--- config.mk ---
export PLATFORM = sky130hd
export DESIGN_NAME = mem_arbiter
export DESIGN_NICKNAME = d
export VERILOG_FILES = /design/src/rtl/mem_arbiter.sv
export SDC_FILE = /design/constraint.sdc
export NUM_CORES = 1
export LEC_CHECK = 0
export CORE_UTILIZATION = 35
export DETAILED_ROUTE_END_ITERATION = 7
export PLACE_DENSITY_LB_ADDON = 0.12
export SLEW_MARGIN = 10
export SYNTH_ARGS = -nofsm -noshare
export SYNTH_HDL_FRONTEND = slang
export SYNTH_SLANG_ARGS = --single-unit
--- constraint.sdc ---
create_clock -name clk -period 2.9 [get_ports clk]
set_input_delay 0.87 -clock clk [delete_from_list [all_inputs] [get_ports clk]]
set_output_delay 0.87 -clock clk [all_outputs]
set_load 0.05 [all_outputs]
--- src/rtl/mem_arbiter.sv ---
// mem_arbiter: round-robin sharing of one Avalon-MM master port between two requesters
module mem_arbiter #(
  parameter int ADDR_W  = 25,
  parameter int DATA_W  = 16,
  parameter int TIMEOUT = 255
) (
  input  logic              clk,
  input  logic              reset_n,
  input  logic              r0_req,
  input  logic [1:0]        r0_mode,
  input  logic [ADDR_W-1:0] r0_addr,
  input  logic [DATA_W-1:0] r0_wdata,
  output logic              r0_done,
  output logic [DATA_W-1:0] r0_rdata,
  output logic              r0_err,
  input  logic              r1_req,
  input  logic [1:0]        r1_mode,
  input  logic [ADDR_W-1:0] r1_addr,
  input  logic [DATA_W-1:0] r1_wdata,
  output logic              r1_done,
  output logic [DATA_W-1:0] r1_rdata,
  output logic              r1_err,
  output logic [ADDR_W-1:0] avm_address,
  output logic              avm_read,
  output logic              avm_write,
  output logic [DATA_W-1:0] avm_writedata,
  input  logic              avm_waitrequest,
  input  logic [DATA_W-1:0] avm_readdata,
  input  logic              avm_readdatavalid,
  output logic              busy,
  output logic [1:0]        grant
);
  typedef enum logic [2:0] {IDLE, ISSUE_RD, WAIT_RD, ISSUE_WR, DONE} state_t;
  state_t                 state_q, state_d;
  logic                   last_q, last_d, pick, owner;
  logic [1:0]             req, el, mode, blk_q, blk_d, gnt_q, gnt_d, err_q, err_d;
  logic [ADDR_W-1:0]      addr_q, addr_d;
  logic [DATA_W-1:0]      wdata_q, wdata_d;
  logic [1:0][DATA_W-1:0] rdata_q, rdata_d;
  logic [7:0]             cnt_q, cnt_d;
  assign req   = {r1_req, r0_req};
  assign el    = req & ~blk_q;
  assign pick  = el[1] & (~el[0] | ~last_q);
  assign owner = gnt_q[1];
  assign mode  = pick ? r1_mode : r0_mode;
  // Arbitration, transaction sequencing and per-requester result capture
  always_comb begin
    state_d = state_q;
    last_d  = last_q;
    gnt_d   = gnt_q;
    addr_d  = addr_q;
    wdata_d = wdata_q;
    cnt_d   = cnt_q;
    rdata_d = rdata_q;
    err_d   = err_q;
    blk_d   = (blk_q | (state_q == DONE ? gnt_q : 2'b00)) & req;
    case (state_q)
      IDLE: if (|el) begin
        gnt_d   = pick ? 2'b10 : 2'b01;
        last_d  = pick;
        addr_d  = pick ? r1_addr : r0_addr;
        wdata_d = pick ? r1_wdata : r0_wdata;
        state_d = mode == 2'b01 ? ISSUE_RD : mode == 2'b10 ? ISSUE_WR : DONE;
        if (mode == 2'b00 || mode == 2'b11) err_d[pick] = 1'b1;
      end
      ISSUE_RD: if (!avm_waitrequest) begin
        state_d = WAIT_RD;
        cnt_d   = '0;
      end
      WAIT_RD: begin
        cnt_d = cnt_q + 8'd1;
        if (avm_readdatavalid) begin
          state_d        = DONE;
          rdata_d[owner] = avm_readdata;
          err_d[owner]   = 1'b0;
        end else if (cnt_d == 8'(TIMEOUT)) begin
          state_d        = DONE;
          rdata_d[owner] = DATA_W'(16'hDEAD);
          err_d[owner]   = 1'b1;
        end
      end
      ISSUE_WR: if (!avm_waitrequest) begin
        state_d      = DONE;
        err_d[owner] = 1'b0;
      end
      default: state_d = IDLE;
    endcase
  end
  // State and datapath registers; reset abandons any transaction in flight
  always_ff @(posedge clk) begin
    if (!reset_n) begin
      state_q <= IDLE;
      last_q  <= 1'b1;
      blk_q   <= '0;
      gnt_q   <= '0;
      addr_q  <= '0;
      wdata_q <= '0;
      cnt_q   <= '0;
      rdata_q <= '0;
      err_q   <= '0;
    end else begin
      state_q <= state_d;
      last_q  <= last_d;
      blk_q   <= blk_d;
      gnt_q   <= gnt_d;
      addr_q  <= addr_d;
      wdata_q <= wdata_d;
      cnt_q   <= cnt_d;
      rdata_q <= rdata_d;
      err_q   <= err_d;
    end
  end
  assign busy          = state_q != IDLE;
  assign grant         = busy ? gnt_q : 2'b00;
  assign avm_read      = state_q == ISSUE_RD;
  assign avm_write     = state_q == ISSUE_WR;
  assign avm_address   = addr_q;
  assign avm_writedata = wdata_q;
  assign r0_done       = state_q == DONE && gnt_q[0];
  assign r1_done       = state_q == DONE && gnt_q[1];
  assign r0_rdata      = rdata_q[0];
  assign r1_rdata      = rdata_q[1];
  assign r0_err        = err_q[0];
  assign r1_err        = err_q[1];
endmodule

==> Yosys cells after proc, flatten, opt, wreduce, memory -nomap -nowiden <==
Index checks and enable logic that the tools add are counted.
{ "totals": {"regBits": 91, "latch_bits": 0, "mem_bits_ro": 0, "memories": 0, "out_inout_bits": 82, "word_cells": 91, "ramBits": 0} }
{ "op_classes": {"n_lt_le_gt_ge": 4, "n_mul": 0, "div": 0, "bitwise_logic": 15, "n_shift": 0, "eq_ne": 13, "n_addsub": 1, "muxes": 31, "n_reduce_logical": 17} }
{ "ops": {"columns": ["operator", "count"], "rows": [
  ["32-bit 2-to-1 mux", 2],
  ["32-bit bitwise mux", 1],
  ["16-bit 2-to-1 mux", 2],
  ["25-bit 2-to-1 mux", 1],
  ["22-bit bitwise OR", 1],
  ["3-bit 2-to-1 mux", 7],
  ["2-bit 2-to-1 mux", 9],
  ["16-bit demux with 1-bit select", 1],
  ["8-bit case mux with 2 select lines", 1],
  ["3-bit case mux with 4 select lines", 1],
  ["10-bit bitwise AND", 1],
  ["10-bit NOT", 1],
  ["8-bit by 1-bit adder with 8-bit output, second input constant", 1],
  ["8-bit equality test, second input constant", 1],
  ["8-bit 2-to-1 mux", 1],
  ["2-bit inequality test, second input constant", 4],
  ["2-bit bitwise AND", 3],
  ["3-bit by 2-bit equality test with 1-bit output, second input constant", 2],
  ["2-bit bitwise OR", 3],
  ["2-bit case mux with 3 select lines", 1],
  ["2-bit AND reduction", 3],
  ["3-bit nonzero test", 2],
  ["5-bit AND reduction", 1],
  ["2-bit equality test, second input constant", 2],
  ["other kinds (19)", 29]
]} }

==> Depth between registers and ports, before layout <==
{ "logic_depth": {"word_depth": 13, "depth_mapped": 9, "mapped_depth_nobuf": 7} }

==> Worst setup path before layout <==
OpenSTA, ideal clock, no wires.
{ "synth_path": {"path_kind": "register to output", "startpoint": "register gnt_q[1]", "endpoint": "output port r1_done", "arrival_ps": 2273, "slack_ps": -243, "path_stages_with_launch": 3, "path_cell_list": "dfxtp_1 inv_2 nor4b_1"} }
{ "synth_between": {"elab_chain_cells": 1} }
{ "synth_lines": {"columns": ["element", "line_no", "source"], "rows": [
  ["from (decl)", "36", "logic [1:0] req, el, mode, blk_q, blk_d, gnt_q, gnt_d, err_q, err_d;"],
  ["from (signal assigned)", "105", "gnt_q <= gnt_d;"],
  ["1-bit logical AND", "120", "assign r1_done = state_q == DONE && gnt_q[1];"],
  ["to (decl)", "20", "output logic r1_done,"]
]} }
No other way between the ends.

==> Worst setup path in the final report <==
{ "layout_path": {"startpoint": "register state_q[0]", "endpoint": "output port grant[0]"} }
{ "layout_between": {"elab_chain_cells": 2} }
{ "layout_lines": {"columns": ["element", "line_no", "source"], "rows": [
  ["from (decl)", "34", "state_t state_q, state_d;"],
  ["from (signal assigned)", "102", "state_q <= state_d;"],
  ["3-bit nonzero test", "113", "assign busy = state_q != IDLE;"],
  ["2-bit 2-to-1 mux", "114", "assign grant = busy ? gnt_q : 2'b00;"],
  ["to (decl)", "31", "output logic [1:0] grant"]
]} }
No other way between the ends.

==> flow_summary.json <==
{
  "tns_ns": 0,
  "cts_tree": "done",
  "yosysTopAreaCell": "dfxtp_1",
  "rows": 40,
  "mostFrequentLayoutCells": "clkdlybuf4s50_1, dfxtp_1, mux2i_1",
  "startpoint": "state_q[0]",
  "synth_seq_area_share_pct": 41.27,
  "intPower_uw": 2855,
  "cts-hold-fix-buffers": 0,
  "place.gp.congestion": 0.7920,
  "cts_root_buf": "clkbuf_16",
  "multi_input_area_mm2": 0.002370,
  "cts_buffers": 9,
  "switchingPower_uw": 1834,
  "seqPwrFrac_pct": 33.5,
  "seqCellArea_mm2": 0.001822,
  "fin_worst_skew_ns": 0.005282,
  "cts_sinks": 91,
  "mostFrequentLayoutCell": "clkdlybuf4s50_1",
  "num-nets-final": 746,
  "outcome": "completed",
  "synth_edf_count": 0,
  "grt_pass1_vias": 4106,
  "power_density_mw_per_mm2": 699.0,
  "setup_viol_count_final": 0,
  "finalWorstSetupSlack_ns": 0.3507,
  "dp_hpwl_um": 8976,
  "grt_antenna_before_repair": 0,
  "synth_ff_type": "dfxtp_1",
  "dieArea_mm2": 0.01307,
  "dieWidth_um": 114.3,
  "syn-cell-area_mm2": 0.004414,
  "switching_share_pct": 39.11,
  "wirelength_um": 12400,
  "reg2reg_from": "cnt_q[1]",
  "min-delay-start": "last_q",
  "synth.distinct_cells": 51,
  "synth_fp_nets": 574,
  "h-tree-depth": 3,
  "finalHoldViolCount": 0,
  "critPathMaxFanout": 9,
  "endpoint_kind": "output pin",
  "pre_cts_slack_ns": 0.02589,
  "drv_slew": 0,
  "synth-seq-cells": 91,
  "drc": 0,
  "p_clk_share_pct": 26.0,
  "syn_area_per_cell_um2": 9.534,
  "grt_max_degree": 68,
  "arrival_ns": 1.68,
  "netlist.area_leader.share_pct": 41.27,
  "fin_crit_sh_pct": 87.91,
  "drive_above_1_share_pct": 7.813,
  "relSlewSlack_pct": 54.64,
  "synth_cells": 463,
  "async_reset_ff_share_pct": 0,
  "fillers": 1134,
  "dr.pass1.iters": 5,
  "initial_utilization_pct": 36.30,
  "area_growth_pct": 51.96,
  "ys_warn_count": 0,
  "ir_worst_vdd_uv": 414.4,
  "grt_use_total_pct": 19.50,
  "wl_per_cell_um": 15.34,
  "worst_slew_pin_slew_ns": 0.6805,
  "worstSetupPathType": "reg2out",
  "port_buffers": 189,
  "io_pins": 190,
  "rsz0062_at_grt": "false",
  "timing.fmax_ghz": 0.3923,
  "grt_pass1_wl_um": 20090,
  "via_per_inst": 5.026,
  "min_period_ns": 2.549,
  "hold_path.class": "reg2reg",
  "clkLatencyLatePin_ns": 0.34,
  "detail-route-antenna-nets": 0,
  "power_frac_comb_pct": 40.5,
  "dieHeight_um": 114.3,
  "cts_buffer_depth": 2,
  "clk_pin_slew_worst_paths_ns": 0.07,
  "via_count": 4061,
  "p_leak_uw": 0.003161,
  "grt_remaining_overflow": 0,
  "cp.required_ns": 2.03,
  "coreArea_mm2": 0.01216,
  "antenna_cells": 0,
  "drt-initial-drc-count": 185,
  "maxCapViolCount": 0,
  "start_kind": "flip-flop",
  "yosys-top-cells-area": "dfxtp_1, mux2i_1, o211a_1"
}
==> cell usage after synthesis (3+ instances only) <==
library cell / count
dfxtp_1: 91
mux2i_1: 64
nand2_1: 58
o211a_1: 44
a21boi_1: 26
nor2_1: 23
buf_2: 14
o21ai_0: 12
a21oi_1: 11
a31oi_1: 10
clkbuf_1: 10
o21ai_1: 10
buf_4: 9
nand3_1: 8
inv_1: 7
and2_1: 6
nor2b_1: 5
nor3_1: 4
o21a_1: 4
buf_6: 3
ha_1: 3
nand4_1: 3
nand4b_1: 3
or3_1: 3
==> cell families after synthesis <==
family                   share of synthesized area [%]
AO/OA/AOI/OAI                                    23.10
XOR/XNOR                                        0.1984
adder cells (fa/ha/maj)                         0.8504
buffers and inverters                            5.499
flip-flops                                       41.27
multiplexers                                     14.77
AND/OR/NAND/NOR                                  14.31
==> registers in the layout, indices dropped and copies added (netlist names) <==
signal,flops
avm_address,25
avm_writedata,16
r0_rdata,16
r1_rdata,16
cnt_q,8
state_q,3
blk_q,2
err_q,2
gnt_q,2
last_q,1
==> worst max-delay path, stage by stage, from the launching register on <==
cell and delay (ns):
dfxtp_1 0.55, inv_1 0.15, nand2_1 0.27, and2_1 0.17, buf_4 0.19
==> power groups by stage <==
stage | combinational, uW | sequential [uW] | clock (uW)
global route | 2020 | 1590 | 1310
CTS | 1920 | 1570 | 1260
global placement | 1900 | 1590 | 0
detailed placement | 1910 | 1590 | 0
floorplan | 706 | 2150 | 0
finish | 1900 | 1570 | 1220
==> routing by layer <==
metal | wire [um] | GRT usage, % | vias up
met3 | 1124 | 7.782 | 15
met5 | 0 | 0 | -
li1 | - | - | 2013
met1 | 5079 | 21.78 | 1884
met4 | 193 | 6.147 | 0
met2 | 5998 | 33.86 | 149
==> path summary, 6_finish.rpt <==
check | cells after the start | slack [ns] | to
worst max register to register | 6 | 0.47 | r1_rdata[2]
worst min-delay path | 2 | 0.48 | last_q
worst min register to register | 2 | 0.48 | last_q
worst max-delay path | 4 | 0.35 | grant[0]
==> repair_timing <==
| action | in CTS | in global routing |
|---|---|---|
| endpoints found under the setup margin | 0 | 1 |
| resized for setup | 0 | 1 |
| buffers inserted | 0 | 0 |
==> layout make-up <==
cell class | instances | area share (%)
repair buffers | 198 | 29.32
clock inverters | 7 | 1.250
flip-flops and latches | 91 | 27.16
multi-input cells | 327 | 35.33
well taps | 168 | 3.134
clock buffers | 9 | 3.358
inverters | 8 | 0.4477
==> per-stage QoR <==
step                total power, uW  std cells  hold WS [ns]  util (%)  instance area [um2]
detailed placement             3508        792        0.4768     52.59                 6396
global placement               3493        792        0.4648     52.59                 6396
global route                   4922        808        0.5005     55.15                 6708
CTS                            4754        808        0.4873     55.13                 6705
floorplan                      2858        463        0.4371         -                 4427
finish                         4689        808        0.4802     55.15                 6708
Note: power is estimated with default switching activity, not from simulation.
